### src/rtl/down_timer_pkg.sv
// Shared types and default constants for the down_timer block.
package down_timer_pkg;

    typedef enum logic [1:0] {
        StIdle = 2'd0,
        StRun  = 2'd1,
        StDone = 2'd2
    } state_e;

    localparam int unsigned DefaultWidth       = 8;
    localparam int unsigned DefaultPrescaleDiv = 4;

endpackage

### src/rtl/tick_prescaler.sv
// Divides a stream of enabled cycles into one tick every DIV enables.
// Used by down_timer only when DOWN_TIMER_PRESCALE_EN is defined.
module tick_prescaler #(
    parameter int unsigned DIV = 4
) (
    input  logic clk,
    input  logic reset,
    input  logic clear,
    input  logic enable,
    output logic tick
);

    localparam int unsigned CntW = (DIV > 1) ? $clog2(DIV) : 1;

    logic [CntW-1:0] cnt_q, cnt_d;

    // Tick on the enable that completes a group of DIV.
    assign tick = enable && (cnt_q == CntW'(DIV - 1));

    // Next phase: clear restarts the group, otherwise advance on each enable.
    always_comb begin
        cnt_d = cnt_q;
        if (clear) begin
            cnt_d = '0;
        end else if (enable) begin
            cnt_d = tick ? '0 : cnt_q + 1'b1;
        end
    end

    // Phase register.
    always_ff @(posedge clk or posedge reset) begin
        if (reset) begin
            cnt_q <= '0;
        end else begin
            cnt_q <= cnt_d;
        end
    end

endmodule

### src/rtl/down_timer.sv
// Loadable down-counting timer with one-shot or periodic reload.
// Optional prescaler enabled by defining DOWN_TIMER_PRESCALE_EN.
module down_timer
    import down_timer_pkg::*;
#(
    parameter int unsigned WIDTH        = DefaultWidth,
    parameter int unsigned PRESCALE_DIV = DefaultPrescaleDiv
) (
    input  logic             clk,
    input  logic             reset,
    input  logic             load,
    input  logic [WIDTH-1:0] load_value,
    input  logic             enable,
    input  logic             periodic,
    output logic [WIDTH-1:0] out,
    output logic             zero,
    output logic             tc_pulse,
    output logic             busy
);

    if (PRESCALE_DIV < 1) begin : g_bad_div
        $error("PRESCALE_DIV must be at least 1");
    end

    state_e           state_q, state_d;
    logic [WIDTH-1:0] out_q, out_d;
    logic [WIDTH-1:0] reload_q, reload_d;
    logic             tc_q, tc_d;
    logic             tick;

`ifdef DOWN_TIMER_PRESCALE_EN
    // Prescaler only advances on enabled cycles while running; load restarts its phase.
    tick_prescaler #(
        .DIV (PRESCALE_DIV)
    ) u_prescaler (
        .clk    (clk),
        .reset  (reset),
        .clear  (load),
        .enable (enable && (state_q == StRun)),
        .tick   (tick)
    );
`else
    assign tick = enable;
`endif

    // Next-state: load beats counting; terminal count at out==1 stops or reloads.
    always_comb begin
        state_d  = state_q;
        out_d    = out_q;
        reload_d = reload_q;
        tc_d     = 1'b0;
        if (load) begin
            out_d    = load_value;
            reload_d = load_value;
            state_d  = (load_value != '0) ? StRun : StDone;
        end else if ((state_q == StRun) && tick) begin
            if (out_q > WIDTH'(1)) begin
                out_d = out_q - 1'b1;
            end else if (out_q == WIDTH'(1)) begin
                tc_d = 1'b1;
                if (periodic) begin
                    out_d = reload_q;
                end else begin
                    out_d   = '0;
                    state_d = StDone;
                end
            end
        end
    end

    // State and datapath registers.
    always_ff @(posedge clk or posedge reset) begin
        if (reset) begin
            state_q  <= StIdle;
            out_q    <= '0;
            reload_q <= '0;
            tc_q     <= 1'b0;
        end else begin
            state_q  <= state_d;
            out_q    <= out_d;
            reload_q <= reload_d;
            tc_q     <= tc_d;
        end
    end

    assign out      = out_q;
    assign zero     = (out_q == '0);
    assign tc_pulse = tc_q;
    assign busy     = (state_q == StRun);

endmodule

### config.mk
export PLATFORM = sky130hd
export DESIGN_NAME = down_timer
export DESIGN_NICKNAME = d
export VERILOG_FILES = /design/src/rtl/down_timer_pkg.sv /design/src/rtl/tick_prescaler.sv /design/src/rtl/down_timer.sv
export SDC_FILE = /design/constraint.sdc
export NUM_CORES = 1
export LEC_CHECK = 0
export CORE_MARGIN = 5
export CORE_UTILIZATION = 45
export DETAILED_ROUTE_END_ITERATION = 8
export GPL_ROUTABILITY_DRIVEN = 1
export PLACE_DENSITY = 0.78
export SLEW_MARGIN = 5
export SYNTH_ARGS = -nofsm -noshare
export SYNTH_HDL_FRONTEND = slang
export SYNTH_SLANG_ARGS = --single-unit
### constraint.sdc
create_clock -name clk -period 2.2 [get_ports clk]
set_clock_uncertainty 0.05 [all_clocks]
set_input_delay 0.33 -clock clk [delete_from_list [all_inputs] [get_ports clk]]
set_output_delay 0.33 -clock clk [all_outputs]
set_load 0.05 [all_outputs]
# --- After elaboration in Yosys (flattened, before gate mapping) ---
# Index checks and enable logic that the tools add are counted.
totals:
  ff_bits: 19
  in_bits: 13
op_classes:
  addsub: 1
  n_lt_le_gt_ge: 1
  eq_ne: 4
  n_mux: 15
  n_reduce_logical: 8
op_table:
  columns: ["cell", "count"]
  rows:
  - ["8-bit two-way mux", 5]
  - ["2-bit two-way mux", 6]
  - ["8-bit by 1-bit == test with 1-bit output, second input constant", 1]
  - ["8-bit by 1-bit greater-than comparator with 1-bit output, second input constant", 1]
  - ["8-bit zero test", 1]
  - ["8-bit nonzero test", 1]
  - ["8-bit by 1-bit subtractor with 8-bit output, second input constant", 1]
  - ["1-bit two-way mux", 4]
  - ["2-bit != test, second input constant", 2]
  - ["4-bit AND reduction", 1]
  - ["2-bit nonzero test", 2]
  - ["3-bit nonzero test", 1]
  - ["2-bit by 1-bit == test with 1-bit output, second input constant", 1]
  - ["2-bit AND reduction", 1]
  - ["1-bit logical AND", 1]

# --- Logic depth before layout (Yosys ltp) ---
# Gate-level depths: netlist of run 1.
logic_depth:
  depth_word: 5
  depth_mapped: 8

# --- Worst setup path after synthesis of run 1 ---
# No wires, ideal clock.
synth_timing:
  kind: "register to register"
  start: "reg out_q[0], in the netlist out[0]"
  end: "reg out_q[5], in the netlist out[5]"
  setup_time_ns: 0.068
  arrival_ns: 2.329
  required_ns: 2.082
  slack_ns: -0.246
  path_stages_with_launch: 9
  n_path_buf: 1
  synth_period_minus_slack_ns: 2.446
  cell_sequence: "dfrtp_1 -> inv_1 -> ha_1 -> or2_1 -> and3_1 -> buf_2 -> or4b_1 -> o211ai_1 -> a22o_1"
synth_between:
  elab_chain_len: 4
  elab_cells_between_ends: 8
  classes_between: "add/sub (1); order compare (1); eq/ne (1); mux (3); reduce/logical (2)"
synth_rtl:
  columns: ["element", "line", "rtl"]
  rows:
  - ["start, declared", "down_timer.sv:26", "logic [WIDTH-1:0] out_q, out_d;"]
  - ["start signal, assigned", "down_timer.sv:80", "out_q <= out_d;"]
  - ["8-bit by 1-bit subtractor with 8-bit output or 8-bit by 1-bit greater-than comparator with 1-bit output (tied branches)", "down_timer.sv:58, down_timer.sv:57", null]
  - ["8-bit two-way mux", "down_timer.sv:57", "if (out_q > WIDTH'(1)) begin"]
  - ["8-bit two-way mux", "down_timer.sv:56", "end else if ((state_q == StRun) && tick) begin"]
  - ["8-bit two-way mux", "down_timer.sv:52", "if (load) begin"]
# Several ways; a longest one is shown, not always the timed one. The select of a mux whose other input is x is not followed.
# A chain may end at the register's enable or synchronous reset.

# --- Worst setup path in the final report of run 1 ---
layout_timing:
  start: "reg out_q[0], in the netlist out[0]"
  end: "reg out_q[7], in the netlist out[7]"
# The elaborated chain is that of the path after synthesis.

==> impl_metrics.tcl, run 1 <==
set metrics [dict create \
    die_w_um 60.2 \
    ir_drop_uv 487 \
    grt_util_met1_pct 25.2 \
    nets 170 \
    vias 1061 \
    htreeDepth 1 \
    totalPowerFinal_uw 997 \
    final_cells 183 \
    cts_buffer_depth 2 \
    hp-class "in -> async" \
    synth_top_cell_area_share_pct 41.9 \
    grt_use_met2_pct 27.9 \
    die-area_mm2 0.00363 \
    yosysTopAreaCell "dfrtp_1" \
    crit_path_start "out[0]" \
    synth_area_leaders "dfrtp_1, mux2_2, nand2_1, ha_1, o21ai_0" \
    numCtsBuffers 3 \
    syn2layout_area_growth_pct 31.9 \
    grt_pass1_wl_um 4930 \
    synth_edf_count 0 \
    wirelength_um 2780 \
    worstPathArrival_ns 2.26 \
    drt_first_pass_iters 5 \
    tns_ns 0 \
    clock.fmax_mhz 486 \
    start_util_pct 46.3 \
    num_rows 18 \
    core_area_mm2 0.00245 \
    fillCellCount 222 \
    ys_types 40 \
    yosys-top-cells-count "dfrtp_1, nand2_1, inv_1" \
    fin_ws_ns 0.142 \
    final_layout_size_suffix_gt1_share_pct 22.2 \
    grt-ovfl-total 0 \
    outcome "finished clean" \
    slew_viol_final 0 \
    relSlewSlack_pct 66.3 \
    netlist_area_mm2 0.00114 \
    p_leak_nw 0.618 \
    globalplace.congestion 0.903 \
    crit_type "reg -> reg" \
    first_iter_violations 24 \
    cts_root_buf "clkbuf_4" \
    ios 24 \
    drtAntennaViolNets 0 \
    vias_per_cell 5.80 \
    ys.flop_type "dfrtp_1" \
    async_reset_ff_share_pct 100 \
    syn_area_per_cell_um2 9.39 \
    grt_pass1_vias 1018 \
    use_met3_pct 2.38 \
    grt_max_degree 13 \
    yosysMostFrequentCell "dfrtp_1" \
    worstSetupStartpointType "register" \
    rsz0062_at_grt "no" \
    hold_violations 0 \
    ys_ff_latch 19 \
    tritoncts "built" \
    wl_per_cell_um 15.2 \
    required_ns 2.40 \
    layout_min_cycle_time_ns 2.06 \
    finalCritPeriodShare_pct 93.5 \
    busiest_layer "met2" \
    synth_warnings 0 \
    ys_seq_area_share_pct 41.9 \
    diodes 0 \
    post-dp-hpwl_um 2200 \
    power_density_mw_per_mm2 665 \
    grt_antenna_before_repair 0 \
    cap_violations 0 \
    critPathCaptureType "register" \
    tightest_slew_ns 0.504 \
    r2r_start "out[0]" \
    dp_slack_ns 0.128 \
    reg2reg_depth 5 \
    remaining_drc_errors 0 \
    synth_nets 137 \
    cts_hold_buf 0 \
    grt_usage_pct 18.1 \
    portBuffers 23 \
    clkTransAtPathRegs_ns 0.11 \
    finalSetupViolations 0 \
    dp_cells 178 \
    cp_max_fo 6 \
    clk-insertion-delay-late_ns 0.31 \
    syn_inst 121 \
    clock-sinks 19 \
    utilization_pct 61.1 \
    die-height_um 60.2 \
]
-- cell families (layout without fill, tap and decap cells) --
logic type,Yosys count,after routing,share of synthesized area [%]
adder cells (fa/ha/maj),3,3,3.30
AND/OR/NAND/NOR,44,44,22.8
AO/OA/AOI/OAI,36,36,21.5
buffers and inverters,14,46,5.62
multiplexers,5,5,4.96
flip-flops,19,19,41.9
-- where the power goes --
group | internal [mW] | total, mW | switching [mW]
Clock | 0.0679 | 0.183 | 0.115
Combinational | 0.157 | 0.380 | 0.222
Sequential | 0.389 | 0.434 | 0.0446
Total | 0.615 | 0.997 | 0.382
-- layer usage --
metal	routed length (um)	vias to the layer above
li1	-	520
met1	1290	500
met2	1290	37
met3	161	4
met4	46	0
met5	0	-
-- worst paths after layout --
check | end | slack, ns
hold / removal | reload_q[3] | 0.26
min in group clk | reload_q[6] | 0.44
max in group asynchronous | out[7] | 1.36
setup reg to reg | out[7] | 0.14
setup / recovery | out[7] | 0.14
hold reg to reg | reload_q[6] | 0.44
-- critical path, cell delays in order, from the launching register on --
cell and delay (ns):
dfrtp_2 0.47, or4_4 0.57, nor4_2 0.20, or4b_1 0.47
o311ai_1 0.09, a22o_1 0.16
-- layout by cell type, fill, tap and decap left out, types with 3 or more instances in the layout --
| master | instances |
|---|---|
| nor4_1 | 3 |
| nand2_1 | 12 |
| a22o_1 | 3 |
| nor2b_1 | 3 |
| o21ai_0 | 7 |
| a21oi_1 | 6 |
| clkdlybuf4s50_1 | 22 |
| dfrtp_1 | 17 |
| o31ai_1 | 3 |
| inv_1 | 7 |
| buf_4 | 10 |
| mux2_2 | 4 |
| nor3_1 | 3 |
| nor2_1 | 5 |
| nand3_1 | 4 |
| clkbuf_4 | 3 |
-- cell type report --
| cell class | count | area (um2) | share of cell area [%] |
|---|---|---|---|
| Clock buffer | 3 | 22.5 | 1.50 |
| Clock inverter | 1 | 5.00 | 0.334 |
| Inverter | 9 | 33.8 | 2.25 |
| Multi-Input combinational cell | 88 | 607 | 40.5 |
| Sequential cell | 19 | 478 | 31.9 |
| Tap cell | 30 | 37.5 | 2.50 |
| Timing Repair Buffer | 33 | 315 | 21.0 |
-- per-stage QoR --
step,instance area (um2),hold WS [ns]
after global placement,1460,0.403
after detailed placement,1460,0.416
after global routing,1500,0.311
after CTS,1490,0.284
after floorplan,1140,0.231
final,1500,0.263
-- flip-flops by register name (all words and copies together), names as in the netlist --
register	count
reload_q	8
out	8
state_q	2
tc_pulse	1
-- what timing repair did --
item	CTS	global route
hold endpoints to repair	0	0
buffers inserted	0	1
gates resized for setup	0	2
setup endpoints to repair	0	2
Note: power is estimated with default switching activity, not from simulation.
==> run 2, diff against run 1 <==
- CAP_MARGIN: not set -> 20
==> results of run 2 <==
Same layout as run 1: the final DEF is identical, and so are final timing and power.
==> run 3, diff against run 2 <==
- CORE_ASPECT_RATIO: not set -> 1.5
- HOLD_SLACK_MARGIN: not set -> 0.03
- PLACE_DENSITY: 0.78 -> 0.77
==> run 3 against run 2 <==
Net effect: maximum frequency decreased by 4.7%; utilization decreased by 0.39 points; critical endpoint unchanged; combinational power barely moved; clock power grew 6%; highest routed layer unchanged; critical path type unchanged; wire length up 7.9%; final cell count is 3.8% lower; via count increased by 1.4%.
==> impl_metrics.tcl, run 3 (synthesis gave the netlist of run 1 again) <==
set metrics [dict create \
    cpPeakStageDelay_ns 0.56 \
    finalCritPeriodShare_pct 98.1 \
    vias 1076 \
    drtAntennaViolNets 0 \
    path_cells "buf_4 -> or4_4 -> nor4_2 -> or4b_1 -> o311ai_1 -> a22o_1" \
    core_area_mm2 0.00245 \
    clock.fmax_mhz 463 \
    clock-sinks 19 \
    htreeDepth 1 \
    cp_top_family "simple AND/OR/NAND/NOR gates" \
    first_iter_violations 37 \
    wirelength_um 3000 \
    grt_use_met2_pct 30.0 \
    layout_commonest_cell "clkdlybuf4s50_1" \
    r2r_setup_slack_ns 0.04 \
    cap_violations 0 \
    cts_hold_buf 0 \
    dp_cells 170 \
    slew_viol_final 0 \
    netSwitchingFraction_pct 39.3 \
    crit_type "reg -> reg" \
    critPathCaptureType "register" \
    layout_min_cycle_time_ns 2.16 \
    cp-endpoint "out[7]" \
    crit_path_start "out[0]" \
    required_ns 2.42 \
    grt_max_degree 17 \
    start_util_pct 46.4 \
    grt_pass1_vias 1086 \
    final_layout_size_suffix_gt1_share_pct 22.4 \
    internal-power_uw 613 \
    cts_buffer_depth 2 \
    timing.rr.end "out[7]" \
    utilization_pct 60.7 \
    relSlewSlack_pct 66.5 \
    cp_max_fo 4 \
    reg2reg_depth 6 \
    remaining_drc_errors 0 \
    crit_buf_inv 1 \
    globalplace.congestion 0.935 \
    numCtsBuffers 3 \
    seqPwrFrac_pct 42.9 \
    die_w_um 51.0 \
    final_cell_mix "clkdlybuf4s50_1, dfrtp_1, nand2_1" \
    clkTransAtPathRegs_ns 0.12 \
    final_cells 176 \
    vias_per_cell 6.11 \
    busiest_layer "met2" \
    ir_drop_uv 383 \
    die-height_um 71.5 \
    cp_slowest_cell "or4_4" \
    grt-ovfl-total 0 \
    worstPathArrival_ns 2.38 \
    grt_pass1_wl_um 4860 \
    tightest_slew_ns 0.502 \
    portBuffers 23 \
    finalSetupViolations 0 \
    worstSetupStartpointType "register" \
    post-dp-hpwl_um 2260 \
    place_area_mm2 0.00144 \
    critical_path_depth 6 \
    wl_per_cell_um 17.1 \
    drt_first_pass_iters 4 \
    syn2layout_area_growth_pct 30.8 \
    ios 24 \
    combPwrFrac_pct 37.9 \
    nets 169 \
    clk-insertion-delay-late_ns 0.32 \
    grt_antenna_before_repair 0 \
    power_switching_uw 397 \
    num_rows 22 \
    cts_root_buf "clkbuf_4" \
    power_density_mw_per_mm2 679 \
    grt_util_met1_pct 19.7 \
    die-area_mm2 0.00365 \
    r2r_start "out[0]" \
    use_met3_pct 3.12 \
    outcome "finished clean" \
    hp-class "in -> async" \
    tritoncts "built" \
    p_leak_nw 0.613 \
    grt_usage_pct 17.7 \
    pwr-share-clk_pct 19.2 \
    final_cell_area_mm2 0.00149 \
    hold_violations 0 \
    diodes 0 \
]
## run 3: changes by cell type in the layout (fill, tap and decap cells not counted), sizes merged
| cell | change |
|---|---|
| buf | -1 |
## run 3: per-stage QoR
stage	power [mW]	worst slack, ns	hold slack (ns)	TNS, ns
global route	1.06	-0.0464	0.234	-0.0464
CTS	1.00	0.0862	0.224	0
floorplan	0.673	0.00711	0.231	0
global placement	0.802	0.142	0.410	0
finish	1.01	0.0410	0.213	0
detailed placement	0.810	0.120	0.417	0
## run 3: what timing repair did
item / CTS / global route
endpoints found under the setup margin: 0 / 1
hold endpoints to repair: 0 / 0
buffers inserted: 0 / 2
resized for setup: 0 / 3
## run 3: power by group through the flow
stage	clock, mW	combinational, mW	sequential (mW)
2_1_floorplan	0	0.154	0.519
6_report	0.194	0.383	0.433
4_1_cts	0.195	0.368	0.436
3_5_place_dp	0	0.366	0.444
5_1_grt	0.215	0.406	0.440
3_3_place_gp	0	0.362	0.440
## run 3: per-layer routing
| metal | vias to the layer above | wire, um | share of wire (%) |
|---|---|---|---|
| met5 | - | 0 | 0 |
| met4 | 0 | 97 | 3.2 |
| met3 | 7 | 136 | 4.5 |
| met2 | 33 | 1590 | 53 |
| met1 | 524 | 1180 | 39 |
| li1 | 512 | - | - |
## run 3: cell type report
type                    instances  area [um2]
flip-flops and latches         19         478
repair buffers                 32         308
well taps                      24        30.0
clock buffers                   3        22.5
fillers                       219         963
clock inverters                 1        5.00
inverters                       9        33.8
multi-input cells              88         609
## run 3: worst min-delay path by stage
| stage | endpoint | cells past startpoint | start |
|---|---|---|---|
| 3_3_place_gp | reload_q[6] | 2 | reload_q[6] |
| 3_5_place_dp | reload_q[6] | 2 | reload_q[6] |
| 5_1_grt | out[3] | 2 | reset |
| 6_report | out[3] | 2 | reset |
| 4_1_cts | out[6] | 2 | reset |
| 2_1_floorplan | out[2] | 1 | reset |
